<file path="src/rtl/sevenseg_scan_ctrl.sv">
// sevenseg_scan_ctrl: binary value -> BCD (double-dabble) -> tear-free display register -> multiplexed 7-seg scan.
// Latency: load sampled in cycle 0, busy in cycles 1..BIN_W+1, new digits in the display register from cycle BIN_W+2.
// Backpressure: load is ignored while busy; scan free-runs. Optional dimming input bright[3:0] under macro SEVSEG_DIM_EN.
module sevenseg_scan_ctrl #(
  parameter int DIGITS      = 4,
  parameter int BIN_W       = 14,
  parameter int CLK_HZ      = 100000000,
  parameter int SCAN_HZ     = 1000,
  parameter int SEG_ACT_LOW = 1,
  parameter int CS_ACT_LOW  = 1
) (
  input  logic              clk,
  input  logic              rst_n,
  input  logic [BIN_W-1:0]  value,
  input  logic              load,
  input  logic              blank_lz,
  input  logic [DIGITS-1:0] dp,
`ifdef SEVSEG_DIM_EN
  input  logic [3:0]        bright,
`endif
  output logic              busy,
  output logic              overflow,
  output logic [6:0]        seg,
  output logic              seg_dp,
  output logic [DIGITS-1:0] cs
);

  // Largest power of ten below 2^64 is 10^19; DIGITS is limited to 8 so this never saturates.
  function automatic logic [63:0] pow10(input int n);
    logic [63:0] r;
    r = 64'd1;
    for (int i = 0; i < n; i++) r = r * 64'd10;
    return r;
  endfunction

  localparam int          BCD_W        = 4 * DIGITS;
  localparam int          DIV_RAW      = CLK_HZ / SCAN_HZ;
  localparam int          DIV          = (DIV_RAW < 1) ? 1 : DIV_RAW;
  localparam int          PRE_W        = (DIV > 1) ? $clog2(DIV) : 1;
  localparam int          IDX_W        = (DIGITS > 1) ? $clog2(DIGITS) : 1;
  localparam int          CNT_W        = $clog2(BIN_W + 1);
  localparam logic [63:0] MAX_DISP     = pow10(DIGITS) - 64'd1;
  localparam logic [63:0] MAX_BIN      = (64'd1 << BIN_W) - 64'd1;
  // When every representable input fits on the display, overflow can never be raised.
  localparam bit          OVF_POSSIBLE = (MAX_BIN > MAX_DISP);

  // Internal digit codes: 0-9 are decimal digits, the rest are symbols.
  localparam logic [3:0]  CODE_BLANK   = 4'hF;
  localparam logic [3:0]  CODE_DASH    = 4'hE;

  // Output "off" levels; XOR with an active-high pattern applies the pin polarity.
  localparam logic [6:0]        SEG_OFF = (SEG_ACT_LOW != 0) ? 7'h7F : 7'h00;
  localparam logic              DP_OFF  = (SEG_ACT_LOW != 0);
  localparam logic [DIGITS-1:0] CS_OFF  = (CS_ACT_LOW != 0) ? {DIGITS{1'b1}} : {DIGITS{1'b0}};

  typedef enum logic [1:0] {
    ST_IDLE   = 2'd0,
    ST_SHIFT  = 2'd1,
    ST_COMMIT = 2'd2
  } state_t;

  // Active-high glyph table, bit 6 = A .. bit 0 = G.
  function automatic logic [6:0] decode(input logic [3:0] code);
    logic [6:0] s;
    case (code)
      4'd0:      s = 7'b1111110;
      4'd1:      s = 7'b0110000;
      4'd2:      s = 7'b1101101;
      4'd3:      s = 7'b1111001;
      4'd4:      s = 7'b0110011;
      4'd5:      s = 7'b1011011;
      4'd6:      s = 7'b1011111;
      4'd7:      s = 7'b1110000;
      4'd8:      s = 7'b1111111;
      4'd9:      s = 7'b1111011;
      CODE_DASH: s = 7'b0000001;
      default:   s = 7'b0000000;
    endcase
    return s;
  endfunction

  // Conversion engine state
  state_t             state_q;
  logic [CNT_W-1:0]   cnt_q;
  logic [BIN_W-1:0]   sr_q;
  logic [BCD_W-1:0]   bcd_q;
  logic [BCD_W-1:0]   bcd_adj;
  logic [BCD_W-1:0]   bcd_d;
  logic               lz_q;
  logic               ovf_cap_q;
  logic               busy_q;
  logic               overflow_q;
  logic [3:0]         disp_q      [DIGITS];
  logic [3:0]         commit_code [DIGITS];
  logic [63:0]        value_ext;
  logic               ovf_now;

  // Scan state
  logic [PRE_W-1:0]   pre_q;
  logic [IDX_W-1:0]   idx_q;
  logic               tick;
  logic               dim_on;
  logic [3:0]         cur_code;
  logic [DIGITS-1:0]  sel_onehot;

  // Registered pin drivers
  logic [6:0]         seg_q;
  logic               seg_dp_q;
  logic [DIGITS-1:0]  cs_q;

  assign value_ext = 64'(value);
  assign ovf_now   = OVF_POSSIBLE && (value_ext > MAX_DISP);

  // One double-dabble step: correct every nibble >= 5, then shift in the next binary MSB.
  always_comb begin
    bcd_adj = bcd_q;
    for (int i = 0; i < DIGITS; i++) begin
      if (bcd_q[4*i +: 4] >= 4'd5) bcd_adj[4*i +: 4] = bcd_q[4*i +: 4] + 4'd3;
    end
    bcd_d = {bcd_adj[BCD_W-2:0], sr_q[BIN_W-1]};
  end

  // Build the committed digit codes: dashes on overflow, otherwise BCD with optional leading-zero blanking.
  always_comb begin
    logic       hi_zero;
    logic [3:0] nib;
    hi_zero = lz_q;
    nib     = 4'd0;
    for (int i = 0; i < DIGITS; i++) commit_code[i] = CODE_BLANK;
    for (int i = DIGITS - 1; i >= 0; i--) begin
      nib = bcd_q[4*i +: 4];
      if (ovf_cap_q)                         commit_code[i] = CODE_DASH;
      else if (hi_zero && nib == 4'd0 && i != 0) commit_code[i] = CODE_BLANK;
      else                                   commit_code[i] = nib;
      if (nib != 4'd0) hi_zero = 1'b0;
    end
  end

  // Conversion FSM: capture on load, BIN_W shift iterations, then one atomic display commit.
  always_ff @(posedge clk or negedge rst_n) begin
    if (!rst_n) begin
      state_q    <= ST_IDLE;
      cnt_q      <= '0;
      sr_q       <= '0;
      bcd_q      <= '0;
      lz_q       <= 1'b0;
      ovf_cap_q  <= 1'b0;
      busy_q     <= 1'b0;
      overflow_q <= 1'b0;
      for (int i = 0; i < DIGITS; i++) disp_q[i] <= CODE_BLANK;
    end else begin
      case (state_q)
        ST_IDLE: begin
          if (load) begin
            sr_q      <= value;
            bcd_q     <= '0;
            lz_q      <= blank_lz;
            ovf_cap_q <= ovf_now;
            cnt_q     <= '0;
            busy_q    <= 1'b1;
            state_q   <= ST_SHIFT;
          end
        end
        ST_SHIFT: begin
          bcd_q <= bcd_d;
          sr_q  <= sr_q << 1;
          cnt_q <= cnt_q + 1'b1;
          if (cnt_q == CNT_W'(BIN_W - 1)) state_q <= ST_COMMIT;
        end
        ST_COMMIT: begin
          for (int i = 0; i < DIGITS; i++) disp_q[i] <= commit_code[i];
          overflow_q <= ovf_cap_q;
          busy_q     <= 1'b0;
          state_q    <= ST_IDLE;
        end
        default: begin
          busy_q  <= 1'b0;
          state_q <= ST_IDLE;
        end
      endcase
    end
  end

  assign tick = (pre_q == PRE_W'(DIV - 1));

  // Prescaler wraps every DIV cycles; the digit index advances on each wrap.
  always_ff @(posedge clk or negedge rst_n) begin
    if (!rst_n) begin
      pre_q <= '0;
      idx_q <= '0;
    end else begin
      pre_q <= tick ? '0 : pre_q + 1'b1;
      if (tick) idx_q <= (idx_q == IDX_W'(DIGITS - 1)) ? '0 : idx_q + 1'b1;
    end
  end

`ifdef SEVSEG_DIM_EN
  localparam int DIM_W = PRE_W + 5;
  logic [DIM_W-1:0] dim_lim;
  // Digit select is only allowed during the first ((bright+1)*DIV)/16 prescaler counts.
  always_comb begin
    dim_lim = ((DIM_W'(bright) + DIM_W'(1)) * DIM_W'(DIV)) >> 4;
    dim_on  = (DIM_W'(pre_q) < dim_lim);
  end
`else
  assign dim_on = 1'b1;
`endif

  assign cur_code   = disp_q[idx_q];
  assign sel_onehot = DIGITS'(1) << idx_q;

  // Pin registers trail the index by one cycle; the cycle after a tick drives no digit to avoid ghosting.
  always_ff @(posedge clk or negedge rst_n) begin
    if (!rst_n) begin
      seg_q    <= SEG_OFF;
      seg_dp_q <= DP_OFF;
      cs_q     <= CS_OFF;
    end else begin
      seg_q    <= decode(cur_code) ^ SEG_OFF;
      seg_dp_q <= ((cur_code != CODE_BLANK) && dp[idx_q]) ^ DP_OFF;
      cs_q     <= (!tick && dim_on) ? (sel_onehot ^ CS_OFF) : CS_OFF;
    end
  end

  assign busy     = busy_q;
  assign overflow = overflow_q;
  assign seg      = seg_q;
  assign seg_dp   = seg_dp_q;
  assign cs       = cs_q;

endmodule

</file>
<file path="config.mk">
export PLATFORM = sky130hd
export DESIGN_NAME = sevenseg_scan_ctrl
export DESIGN_NICKNAME = d
export VERILOG_FILES = /design/src/rtl/sevenseg_scan_ctrl.sv
export SDC_FILE = /design/constraint.sdc
export NUM_CORES = 1
export LEC_CHECK = 0
export CAP_MARGIN = 25
export CORE_ASPECT_RATIO = 1.4
export CORE_MARGIN = 5
export CORE_UTILIZATION = 40
export CTS_BUF_LIST = sky130_fd_sc_hd__clkbuf_4 sky130_fd_sc_hd__clkbuf_8
export CTS_CLUSTER_DIAMETER = 150
export DETAILED_ROUTE_END_ITERATION = 8
export GPL_ROUTABILITY_DRIVEN = 0
export GPL_TIMING_DRIVEN = 0
export PLACE_DENSITY = 0.69
export SETUP_SLACK_MARGIN = 0.02
export SLEW_MARGIN = 20
export SYNTH_ARGS = -nofsm -noshare
export SYNTH_HDL_FRONTEND = slang
export SYNTH_SLANG_ARGS = --single-unit
</file>
<file path="constraint.sdc">
create_clock -name clk -period 2.49 [get_ports clk]
set_input_delay 0.6225 -clock clk [delete_from_list [all_inputs] [get_ports clk]]
set_output_delay 0.6225 -clock clk [all_outputs]
set_load 0.01 [all_outputs]
</file>
Word-level counts from Yosys, hierarchy flattened

Memories as Yosys holds them, arrays and structs flattened.
Cells that the tools add are included.

Register bits after elaboration: 87
ROM bits: 112
Bits of input ports: 22
Output and inout bits: 14
Logic and storage cells: 93
Memories: 1

Memory list:

| name             | depth | width | rd ports | clocked after Yosys merged registers in | write ports | line | text |
|---|---|---|---|---|---|---|---|
| (name not given) | 16    | 7     | 1        | 0                                       | 0           | 65   | `case (code)` |

Add/subtract/negate cells: 7
Order comparisons: 7
Eq/ne operators: 8
Shift operators: 1
Mux-type cells: 32
Bitwise gates (word level): 5
Reductions and logical operators: 15

Operators with widths:

| operator                                                              | number |
|---|---|
| 4-bit two-way mux                                                     | 14 |
| 16-bit case mux with 2 select lines                                   | 1 |
| 14-bit case mux with 2 select lines                                   | 1 |
| 17-bit by 1-bit adder with 17-bit output, second input constant       | 1 |
| 17-bit equality test, second input constant                           | 1 |
| 17-bit two-way mux                                                    | 1 |
| 4-bit by 3-bit >= comparator with 1-bit output, second input constant | 4 |
| 16-bit two-way mux                                                    | 1 |
| 14-bit > comparator, second input constant                            | 1 |
| 14-bit two-way mux                                                    | 1 |
| 4-bit by 2-bit adder with 4-bit output, second input constant         | 3 |
| 4-bit zero test                                                       | 3 |
| 4-bit binary-select mux with 2-bit select                             | 1 |
| 4-bit case mux with 2 select lines                                    | 1 |
| 2-bit AND reduction                                                   | 4 |
| 4-bit nonzero test                                                    | 2 |
| 7-bit NOT                                                             | 1 |
| 2-bit two-way mux                                                     | 3 |
| 4-bit by 1-bit adder with 4-bit output, second input constant         | 1 |
| 2-bit equality test, second input constant                            | 2 |
| 4-bit equality test, second input constant                            | 1 |
| 1-bit logical AND                                                     | 4 |
| 1-bit two-way mux                                                     | 4 |
| 2-bit inequality test, second input constant                          | 2 |
| other kinds (16)                                                      | 17 |

Longest topological paths before layout

Depth in word-level cells: 7
Depth in mapped cells: 7
Gate-level depth less buffers: 6

Worst setup path after synthesis

OpenSTA, ideal clock, no wires.

Path kind: reg2reg
From: reg idx_q[0]
To: reg seg_q[5] (netlist: seg[5])
Arrival time: 1.679 ns
Required time: 2.404 ns
Slack: 0.725 ns
Cell stages (with the launch flop): 7
Cell sequence: dfrtp_1 -> buf_6 -> mux4_2 -> inv_1 -> ha_1 -> o21ai_0 -> o21ai_0

Word-level cells in the longest chain between the ends: 6

Ends and longest elaborated chain:

| what                                                  | line | text |
|---|---|---|
| start: declaration                                    | 100  | `logic [IDX_W-1:0] idx_q;` |
| start signal: assignment                              | 193  | `if (tick) idx_q <= (idx_q == IDX_W'(DIGITS - 1)) ? '0 : idx_q + 1'b1;` |
| 2-bit NOT with 3-bit output (not written as such)     | 209  | `assign cur_code = disp_q[idx_q];` |
| 4-bit binary-select mux with 2-bit select             | 209  |  |
| 4-bit two-way mux (not written as such) (2 in series) | 209  |  |
| memory 16 x 7 bit                                     | -    |  |
| 7-bit NOT (no source line)                            | -    |  |
| end signal: assignment                                | 219  | `seg_q <= decode(cur_code) ^ SEG_OFF;` |
| end: declaration                                      | 107  | `logic [6:0] seg_q;` |

Every way passes these cells. The select of a mux whose other input is x is not followed.
A chain may end at the register's enable or synchronous reset.

Worst setup path after layout

From: reg seg_q[6] (netlist: seg[6])
To: out seg[6]

RTL lines:

| what             | line | text |
|---|---|---|
| end: declaration | 23   | `output logic [6:0] seg,` |

No word-level cell between the ends.

==> metrics.yaml <==
status:
  status: "completed"
synthesis:
  synth_top_family_by_area: "simple AND/OR/NAND/NOR gates"
  synth_ff_type: "dfrtp_1"
  synth_cell_types: 50
  ys_seq_area_share_pct: 50.8
  synth_fa_ha_area_share_pct: 6.61
  netlist_instances: 409
  synth-xor-area-share_pct: 4.02
  syn-cell-area_sq_um: 4360
  syn_avg_cell_area_sq_um: 10.7
  syn_nets: 454
  ys_warn_count: 0
  synth-async-reset-ratio_pct: 100
  ys_ff_latch: 87
  synthMuxAreaShare_pct: 5.00
  synth-compound-area-share_pct: 14.2
  synth_simple_gate_area_share_pct: 15.6
  synth_edf_count: 0
cts:
  cts-root-buf: "clkbuf_8"
  post_cts_buffers: 0
  clk_latency_ns: 0.36
  post_cts_resized: 0
  htree_num_levels: 3
  cts_buffers: 9
  clk_path_buf_depth: 2
  clkSinkCount: 87
  clk_transition_reported_paths_ns: 0.08
  cts_tree: "built"
  cts_hold_buf: 0
worst_setup_path:
  startpoint_type: "flop"
  path_cells: "clkdlybuf4s50_1"
  arrival_ns: 1.40
  cp.required_ns: 1.87
  crit_fanout: 1
  end_kind: "output port"
  crit_buf_inv: 1
  cp_top_family: "flip-flops"
  criticalPathCategory: "flop to output port"
  slowest_stage: "dfstp_2"
  max_stage_delay_ns: 0.52
detailed_routing:
  first_iter_violations: 82
  wl_per_cell_microns: 14.2
  routed.top_layer: "met4"
  vias_per_cell: 5.19
  vias: 3127
  wl_met3_microns: 283
  finalWirelength_microns: 8560
  met2WireLength_microns: 4420
  ant_nets: 0
  first_pass_iters: 4
  drc: 0
  m1WireLength_microns: 3700
sta:
  tightest_slew_ns: 0.588
  fin_setup_tns_ns: 0
  slew_headroom_pct: 60.7
  fin_crit_sh_pct: 81.1
  hold_viol: 0
  setup_viol: 0
  whs_ns: 0.250
  clock.fmax_mhz: 495
  finalCriticalPeriod_ns: 2.02
  finClkSkew_ns: 0.0100
  drv_slew: 0
  rsz0062_at_grt: "no"
finish:
  ff_latch_area_sq_um: 2210
  multi_input_area_sq_um: 1980
  fin_area_sq_um: 5140
  antenna_cells: 0
  fill_cells: 979
  layoutNonFillerInstCount: 602
  drive_gt1_share_pct: 15.8
  area_delta_synth_final_pct: 17.9
  nNetsFinal: 501
floorplan:
  start_util_pct: 40.5
  io_pins: 36
  core-area_sq_um: 10800
  die-width_microns: 98.2
  die_area_sq_um: 13100
  fp.dieH_microns: 133
  rows: 45
placement:
  dp_cells: 586
  numPortBuffers: 35
  hpwl_microns: 6270
  place_area_sq_um: 4900
global_route:
  antenna_found_initial: 0
  grt_max_degree: 46
  grt_pass1_wl_microns: 14800
  grt_pass1_vias: 3061
  grt_overflow: 0
  grt_usage_pct: 13.7
power_and_ir_drop:
  powerDensity_nw_per_um2: 1000
  leakage_nw: 2.17
  ir_drop_uv: 534
hold_path:
  worstHoldPathType: "primary input to async pin"
run:
  max-cap-violations: 0
power by group:
part / internal, W / switching, W / leakage, nW / total [W]
Sequential: 0.00190 / 0.000327 / 1.05 / 0.00223
Combinational: 0.000834 / 0.000925 / 0.995 / 0.00176
Clock: 0.000656 / 0.000496 / 0.121 / 0.00115
worst paths after layout:
check / startpoint / to / slack [ns] / cells past startpoint
min in group clk: disp_q[1] / disp_q[1] / 0.45 / 2
min reg2reg: disp_q[1] / disp_q[1] / 0.45 / 2
max in group asynchronous: rst_n / disp_q[8] / 1.54 / 2
max: seg[6] / seg[6] / 0.47 / 1
max reg2reg: idx_q[0] / seg[5] / 0.58 / 6
min: rst_n / pre_q[13] / 0.25 / 1
cell usage in the layout, fill, tap and decap left out, drive strengths merged, types with 3 or more instances in the layout:
cell type,Yosys,routed
dfrtp,59,59
nand2,48,48
o21ai,44,44
clkdlybuf4s50,0,34
dfstp,28,28
ha,23,23
clkbuf,9,22
nor2,20,20
inv,14,14
xnor2,13,13
a21oi,13,13
nand3,13,13
nand2b,12,12
a22oi,12,12
buf,10,12
nor3,8,8
o22a,8,8
xor2,7,7
a22o,7,7
mux2i,6,6
mux2,6,6
nor2b,6,6
mux4,4,4
and4,4,4
nand4,4,4
and3,4,4
or3,3,3
o31ai,3,3
nor3b,3,3
cell families after synthesis:
kind of cell / count (synthesis)
buffers and inverters: 34
AO/OA/AOI/OAI: 97
adder cells (fa/ha/maj): 23
XOR/XNOR: 20
multiplexers: 16
AND/OR/NAND/NOR: 132
flip-flops: 87
registers in the layout (all words and copies together), names as in the netlist:
register and count:
bcd_q 16, busy 1, cnt_q 4, cs 4
disp_q 16, idx_q 2, lz_q 1, overflow 1
ovf_cap_q 1, pre_q 17, seg 7, seg_dp 1
sr_q 14, state_q 2
worst reg2reg max path, stage by stage (launching register included):
cell and delay (ns):
dfrtp_1 0.40, buf_6 0.17, mux4_2 0.60, inv_1 0.15
ha_1 0.26, o21ai_0 0.15, o21ai_0 0.11
cells in the mapped netlist (all sizes together), types with 2 or more instances:
| cell | instances | area, sq um |
|---|---|---|
| a21oi | 13 | 68.8 |
| a22o | 7 | 61.3 |
| a22oi | 12 | 90.1 |
| a31oi | 2 | 12.5 |
| and3 | 4 | 25.0 |
| and4 | 4 | 35.0 |
| buf | 10 | 71.3 |
| clkbuf | 9 | 33.8 |
| dfrtp | 59 | 1480 |
| dfstp | 28 | 736 |
| ha | 23 | 288 |
| inv | 14 | 52.6 |
| mux2 | 6 | 67.6 |
| mux2i | 6 | 60.1 |
| mux4 | 4 | 90.1 |
| nand2 | 48 | 180 |
| nand2b | 12 | 75.1 |
| nand3 | 13 | 70.1 |
| nand4 | 4 | 25.0 |
| nor2 | 20 | 77.6 |
| nor2b | 6 | 52.6 |
| nor3 | 8 | 40.0 |
| nor3b | 3 | 22.5 |
| nor4 | 2 | 12.5 |
| o21ai | 44 | 220 |
| o22a | 8 | 70.1 |
| o31ai | 3 | 22.5 |
| or3 | 3 | 18.8 |
| xnor2 | 13 | 114 |
| xor2 | 7 | 61.3 |
metrics by stage:
step                      total power [W]  utilization, %  worst slack, ns
final                             0.00514            47.8            0.470
after global routing              0.00554            47.8            0.421
after CTS                         0.00520            47.8            0.438
after detailed placement          0.00403            45.6            0.247
after global placement            0.00395            45.4            -2.23
after floorplan                   0.00347               -            0.725
final cells by class:
type,instances,share of cell area [%]
buffer,19,2.05
clock buffer,13,3.36
clock inverter,3,1.24
inverter,15,1.19
multi-input combinational,288,38.5
sequential,87,43.1
tap,141,3.43
timing repair buffer,36,7.16
metal layers:
| metal | track usage [%] | vias to the layer above |
|---|---|---|
| li1 | - | 1532 |
| met2 | 23.3 | 60 |
| met3 | 2.30 | 13 |
| met1 | 16.9 | 1522 |
| met5 | 0 | - |
| met4 | 6.53 | 0 |
Note: power is estimated with default switching activity, not from simulation.
